--- config.mk ---
export PLATFORM = sky130hd
export DESIGN_NAME = commit_unit_flat
export DESIGN_NICKNAME = d
export VERILOG_FILES = /design/src/rtl/fcpu_pkg.sv /design/src/rtl/commit_unit_if.sv /design/src/rtl/commit_unit.sv /design/src/flat_wrapper.sv
export SDC_FILE = /design/constraint.sdc
export NUM_CORES = 1
export LEC_CHECK = 0
export BUFFER_PORTS_ARGS = -buffer_cell sky130_fd_sc_hd__buf_2
export CAP_MARGIN = 30
export CORE_ASPECT_RATIO = 0.5
export CORE_MARGIN = 2
export CORE_UTILIZATION = 52
export CTS_CLUSTER_SIZE = 28
export DETAILED_ROUTE_END_ITERATION = 7
export PLACE_DENSITY = 0.85
export SYNTH_ARGS = -nofsm -noshare
export SYNTH_HDL_FRONTEND = slang
export SYNTH_SLANG_ARGS = --single-unit
--- constraint.sdc ---
create_clock -name clk -period 6 [get_ports clk]
set_clock_uncertainty 0.05 [all_clocks]
set_input_delay 0.3 -clock clk [delete_from_list [all_inputs] [get_ports clk]]
set_output_delay 0.3 -clock clk [all_outputs]
set_load 0.02 [all_outputs]
--- src/rtl/fcpu_pkg.sv ---
// Shared CPU types: station layout, field widths, opcode map and the
// opcode-class helpers used by the retirement stage.
package fcpu_pkg;

  localparam int DATA_W     = 32;
  localparam int REG_ADDR_W = 5;
  localparam int RSV_ID_W   = 4;
  localparam int INSTR_W    = 6;

  localparam logic [INSTR_W-1:0] OP_NOP    = 6'd0;
  localparam logic [INSTR_W-1:0] OP_ADD    = 6'd1;
  localparam logic [INSTR_W-1:0] OP_SUB    = 6'd2;
  localparam logic [INSTR_W-1:0] OP_LOAD   = 6'd3;
  localparam logic [INSTR_W-1:0] OP_STORE  = 6'd4;
  localparam logic [INSTR_W-1:0] OP_BRANCH = 6'd5;
  localparam logic [INSTR_W-1:0] OP_HALT   = 6'd63;

  typedef struct packed {
    logic [RSV_ID_W-1:0]   station_id;
    logic                  valid;
    logic                  ready;
    logic [REG_ADDR_W-1:0] dst_reg;
    logic [INSTR_W-1:0]    opcode;
    logic [DATA_W-1:0]     content;
  } station_t;

  typedef enum logic [1:0] {
    S_RUN   = 2'd0,
    S_STORE = 2'd1,
    S_HALT  = 2'd2
  } commit_state_t;

  function automatic logic is_store(input logic [INSTR_W-1:0] opcode);
    return opcode == OP_STORE;
  endfunction

  function automatic logic is_halt(input logic [INSTR_W-1:0] opcode);
    return opcode == OP_HALT;
  endfunction

  // Everything that is not a store, halt, branch or nop produces a result.
  function automatic logic writes_reg(input logic [INSTR_W-1:0] opcode);
    return !(opcode == OP_STORE || opcode == OP_HALT ||
             opcode == OP_BRANCH || opcode == OP_NOP);
  endfunction

endpackage

--- src/rtl/commit_unit_if.sv ---
// ROB-head to commit-unit handshake: the ROB (master) offers its head
// station, the commit unit (slave) signals acceptance.
interface commit_unit_if;
  import fcpu_pkg::*;

  logic     c_valid;
  station_t c_data;
  logic     c_ready;

  modport master (output c_valid, output c_data, input  c_ready);
  modport slave  (input  c_valid, input  c_data, output c_ready);

endinterface

--- src/rtl/commit_unit.sv ---
// In-order retirement stage: writes results back, clears rename tags,
// releases committed stores and freezes on HALT.
module commit_unit
  import fcpu_pkg::*;
#(
  parameter int CNT_W = 32
) (
  input  logic                  clk,
  input  logic                  nrst,
  commit_unit_if.slave          head,
  output logic                  rf_we,
  output logic [REG_ADDR_W-1:0] rf_addr,
  output logic [DATA_W-1:0]     rf_data,
  output logic                  rs_clr_valid,
  output logic [REG_ADDR_W-1:0] rs_clr_reg,
  output logic [RSV_ID_W-1:0]   rs_clr_id,
  output logic                  st_valid,
  output logic [RSV_ID_W-1:0]   st_id,
  input  logic                  st_ready,
  output logic                  halted,
  output logic [CNT_W-1:0]      retire_count
);

  commit_state_t state;
  commit_state_t next_state;
  logic          c_ready_int;
  logic          accept;
  logic          wb_fire;
  logic          unused_fields;

  // The ROB only presents stations that are already valid and ready.
  assign unused_fields = &{1'b0, head.c_data.valid, head.c_data.ready};

  assign accept  = head.c_valid & c_ready_int;
  assign wb_fire = accept & writes_reg(head.c_data.opcode) &
                   (head.c_data.dst_reg != '0);

  always_ff @(posedge clk) begin
    if (nrst) begin
      state <= S_RUN;
    end else begin
      state <= next_state;
    end
  end

  always_comb begin
    next_state = state;
    case (state)
      S_RUN: begin
        if (accept) begin
          if (is_halt(head.c_data.opcode)) begin
            next_state = S_HALT;
          end else if (is_store(head.c_data.opcode)) begin
            next_state = S_STORE;
          end
        end
      end
      S_STORE: begin
        if (st_ready) begin
          next_state = S_RUN;
        end
      end
      S_HALT:  next_state = S_HALT;
      default: next_state = S_RUN;
    endcase
  end

  // Handshake outputs depend on state only, never on c_valid.
  always_comb begin
    c_ready_int = 1'b0;
    st_valid    = 1'b0;
    halted      = 1'b0;
    case (state)
      S_RUN:   c_ready_int = !nrst;
      S_STORE: st_valid    = 1'b1;
      S_HALT:  halted      = 1'b1;
      default: c_ready_int = 1'b0;
    endcase
    head.c_ready = c_ready_int;
  end

  // Result fields only load on a real write-back, so they stay stable otherwise.
  always_ff @(posedge clk) begin
    if (nrst) begin
      rf_we        <= 1'b0;
      rf_addr      <= '0;
      rf_data      <= '0;
      rs_clr_valid <= 1'b0;
      rs_clr_reg   <= '0;
      rs_clr_id    <= '0;
      st_id        <= '0;
      retire_count <= '0;
    end else begin
      rf_we        <= wb_fire;
      rs_clr_valid <= wb_fire;
      if (wb_fire) begin
        rf_addr    <= head.c_data.dst_reg;
        rf_data    <= head.c_data.content;
        rs_clr_reg <= head.c_data.dst_reg;
        rs_clr_id  <= head.c_data.station_id;
      end
      if (accept && is_store(head.c_data.opcode)) begin
        st_id <= head.c_data.station_id;
      end
      if (accept) begin
        retire_count <= retire_count + CNT_W'(1);
      end
    end
  end

endmodule

--- src/flat_wrapper.sv ---
// flat-port wrapper written by rule: the top's interface ports become plain ports
module commit_unit_flat import fcpu_pkg::*;
#(
  parameter int CNT_W = 32
)
  (clk, nrst, rf_we, rf_addr, rf_data, rs_clr_valid, rs_clr_reg, rs_clr_id, st_valid, st_id, st_ready, halted, retire_count, head_c_valid, head_c_data, head_c_ready);
  commit_unit_if head_i ();
  input  logic clk;
  input  logic nrst;
  output logic rf_we;
  output logic [REG_ADDR_W-1:0] rf_addr;
  output logic [DATA_W-1:0] rf_data;
  output logic rs_clr_valid;
  output logic [REG_ADDR_W-1:0] rs_clr_reg;
  output logic [RSV_ID_W-1:0] rs_clr_id;
  output logic st_valid;
  output logic [RSV_ID_W-1:0] st_id;
  input  logic st_ready;
  output logic halted;
  output logic [CNT_W-1:0] retire_count;
  input wire logic [$bits(head_i.c_valid)-1:0] head_c_valid;
  input wire logic [$bits(head_i.c_data)-1:0] head_c_data;
  output wire logic [$bits(head_i.c_ready)-1:0] head_c_ready;
  assign head_i.c_valid = head_c_valid;
  assign head_i.c_data = head_c_data;
  assign head_c_ready = head_i.c_ready;
  commit_unit #(.CNT_W(CNT_W)) u_core (.clk(clk), .nrst(nrst), .head(head_i), .rf_we(rf_we), .rf_addr(rf_addr), .rf_data(rf_data), .rs_clr_valid(rs_clr_valid), .rs_clr_reg(rs_clr_reg), .rs_clr_id(rs_clr_id), .st_valid(st_valid), .st_id(st_id), .st_ready(st_ready), .halted(halted), .retire_count(retire_count));
endmodule
==> impl_metrics.json <==
{
  "cp_num_cells": 7,
  "synth_seq_cells": 80,
  "num_rows": 20,
  "worstPathArrival_ns": 2.99,
  "drtIter0Drc": 256,
  "cellLeakagePower_uw": 0.00186,
  "boundaryPins": 140,
  "routedWlPerCell_um": 14.7,
  "h-tree-depth": 3,
  "path_cells": "buf_2 -> buf_4 -> nor4b_2 -> o21a_1 -> buf_4 -> nand3_1 -> a21oi_1",
  "synth.net_count": 463,
  "netSwitchingFraction_pct": 23.5,
  "relSlewSlack_pct": 35.7,
  "seq_power_share_pct": 47.3,
  "track_usage_pct": 24.8,
  "irDropWorstVdd_mv": 0.190,
  "routed_wl_um": 9060,
  "routed-via-count": 3538,
  "async_flop_share_pct": 0,
  "dieArea_um2": 7360,
  "pwr-share-comb_pct": 9.5,
  "antenna_found_initial": 0,
  "worst_r2r_startpoint": "u_core.state[0]",
  "final_cell_area_um2": 4440,
  "start_util_pct": 55.3,
  "drv_cap": 0,
  "cts_made_buffers": 9,
  "crit_family": "simple AND/OR/NAND/NOR gates",
  "critPathKind": "in2reg",
  "rsz0062_at_grt": "no",
  "grt_max_degree": 84,
  "cp-end-kind": "register",
  "fmax_mhz": 358,
  "grt_overflow": 0,
  "r2r_setup_slack_ns": 3.33,
  "place.port_buffers": 137,
  "cellPowerDensity_nw_per_um2": 264,
  "die_w_um": 119,
  "fin_nets": 579,
  "coreArea_um2": 6260,
  "cts_resized": 0,
  "hold_path_class": "in2reg",
  "fin_crit_ns": 2.79,
  "p_sw_uw": 275,
  "p_clk_share_pct": 43.2,
  "tns_ns": 0,
  "cpMaxStageDelayCell": "nor4b_2",
  "worstReg2RegEnd": "u_core.rf_data[25]",
  "setup_viol": 0,
  "num_antenna_cells": 0,
  "critPathMaxStageDelay_ns": 0.89,
  "whs_path_depth": 3,
  "placed_cell_area_um2": 4160,
  "root_buffer": "clkbuf_16",
  "clock-sinks": 80,
  "startpoint_type": "input pin",
  "fillers": 553,
  "worstMarginPinSlew_ns": 0.962,
  "syn_area_per_cell_um2": 8.46,
  "rr_worst_depth": 5,
  "intPower_uw": 897,
  "holdWs_ns": 0.165,
  "die_h_um": 61.7,
  "final-hold-violation-count": 0,
  "synthFlopType": "dfxtp_1",
  "cts_tree": "done",
  "yosys_warnings": 0,
  "vias_per_cell": 5.74,
  "required_ns": 6.20,
  "clock_path_buffers": 2,
  "cp_num_buf_inv": 3,
  "synth_edf_count": 0,
  "fin_crit_sh_pct": 46.6,
  "area_delta_synth_final_pct": 28.2,
  "status": "completed",
  "hold_end": "u_core.rf_data[16]",
  "critPathMostFrequentCell": "buf_4",
  "post-route-drc-count": 0,
  "cts_setup_buffers": 0,
  "cts.clk_slew.worst_paths_ns": 0.06,
  "grt_first_pass_wirelength_um": 14500,
  "path_max_fanout": 83,
  "seq_area_frac_synth_pct": 46.3,
  "syn_inst": 409,
  "grt_pass1_vias": 3121,
  "clock_latency_ns": 0.33,
  "gp_congestion": 0.772,
  "synth_area_um2": 3460,
  "ant_nets": 0,
  "first_pass_iters": 4,
  "hold_buffers": 0,
  "dp_hpwl_um": 6020,
  "slew_viol_final": 0,
  "final_layout_size_suffix_gt1_share_pct": 30.9,
  "hold_start": "head_c_data[16]",
  "ys_types": 42
}
## power groups by stage
| stage | combinational [uW] | sequential [uW] | clock [uW] |
|---|---|---|---|
| global route | 121 | 556 | 532 |
| finish | 111 | 555 | 506 |
| floorplan | 48.3 | 584 | 0 |
| detailed placement | 111 | 566 | 0 |
| global placement | 108 | 565 | 0 |
| CTS | 111 | 554 | 515 |
## tightest hold or removal path, stage by stage
cell and delay [ns]:
buf_2 0.09, nand3_1 0.05, a21oi_1 0.05
## registers in the layout (all words and copies together) (netlist names)
register	cells
u_core.state	2
u_core.st_id	4
u_core.rf_data	32
u_core.retire_count	32
u_core.rs_clr_id	4
u_core.rf_addr	5
u_core.rf_we	1
## cell families (layout without fill, tap and decap cells)
kind of cell,count (synthesis),after routing,share of synthesized area [%]
AOI/OAI and AO/OA,130,130,20.3
xor gates and xnor gates,9,9,2.28
adders and majority gates,1,1,0.361
buffers and inverters,40,159,5.46
DFF,80,80,46.3
muxes,5,5,1.48
and+or+nand+nor,144,144,23.9
## metrics by stage
stage          setup WS [ns]  power [uW]  instances  utilization (%)
2_1_floorplan           3.81         632        409                -
3_5_place_dp            2.85         677        602             66.6
3_3_place_gp            2.87         673        601             66.1
4_1_cts                 3.21        1180        616             70.9
6_report                3.21        1170        616             70.9
5_1_grt                 2.97        1210        616             70.9
## cell type report
class                      count  area [um^2]  share of cell area, %
sequential                    80         1600                   36.1
tap                           88          110                   2.48
timing repair buffer         142          743                   16.7
inverter                       3         11.3                  0.254
multi-input combinational    289         1700                   38.3
clock buffer                  14          274                   6.17
## Yosys cell counts (3+ instances only)
cell type  count  area, um^2
inv_1          3        11.3
clkbuf_1      21        78.8
or3_1          8        50.1
nand4_1        8        50.1
nor2_1        16        60.1
or4_1         15         113
o21ai_0       48         240
xnor2_1        6        52.6
nor3_1         4        20.0
mux2i_1        4        40.0
buf_4          6        45.0
nor4_1         5        31.3
nand2_1       15        56.3
xor2_1         3        26.3
nand3_1       53         265
a21oi_1       64         320
dfxtp_1       80        1600
and4_1         4        35.0
o31ai_1       12        90.1
buf_1          7        26.3
## routing by layer
layer  share of wire, %  wire [um]  GRT usage (%)  up-vias
li1                   -          -              -     1739
met1                 43       3920           30.1     1689
met2                 50       4540           43.9      100
met3                5.2        475           7.31       10
met4                1.3        114           8.74        0
met5                  0          0              0        -
## layout by cell type (no fill, tap or decap), types with 2 or more instances in the layout
cell / count
a21oi_1: 64
and4_1: 4
buf_2: 137
buf_4: 4
clkbuf_1: 2
clkbuf_16: 9
clkbuf_8: 3
dfxtp_1: 80
inv_1: 3
mux2i_1: 4
nand2_1: 15
nand2b_1: 2
nand3_1: 53
nand4_1: 8
nand4bb_1: 2
nor2_1: 16
nor2b_1: 2
nor3_1: 4
nor4_1: 5
o21ai_0: 47
o31ai_1: 12
o41ai_1: 2
or3_1: 8
or4_1: 15
xnor2_1: 6
xor2_1: 3
## worst max-delay path by stage
stage | startpoint | endpoint
after CTS | nrst | u_core.rf_data[25]
final | nrst | u_core.rf_data[25]
after global routing | nrst | u_core.rf_data[25]
after floorplan | u_core.state[0] | u_core.retire_count[30]
after global placement | nrst | u_core.rf_data[30]
after detailed placement | nrst | u_core.rf_data[25]
Power figures use the tool's default switching activity.
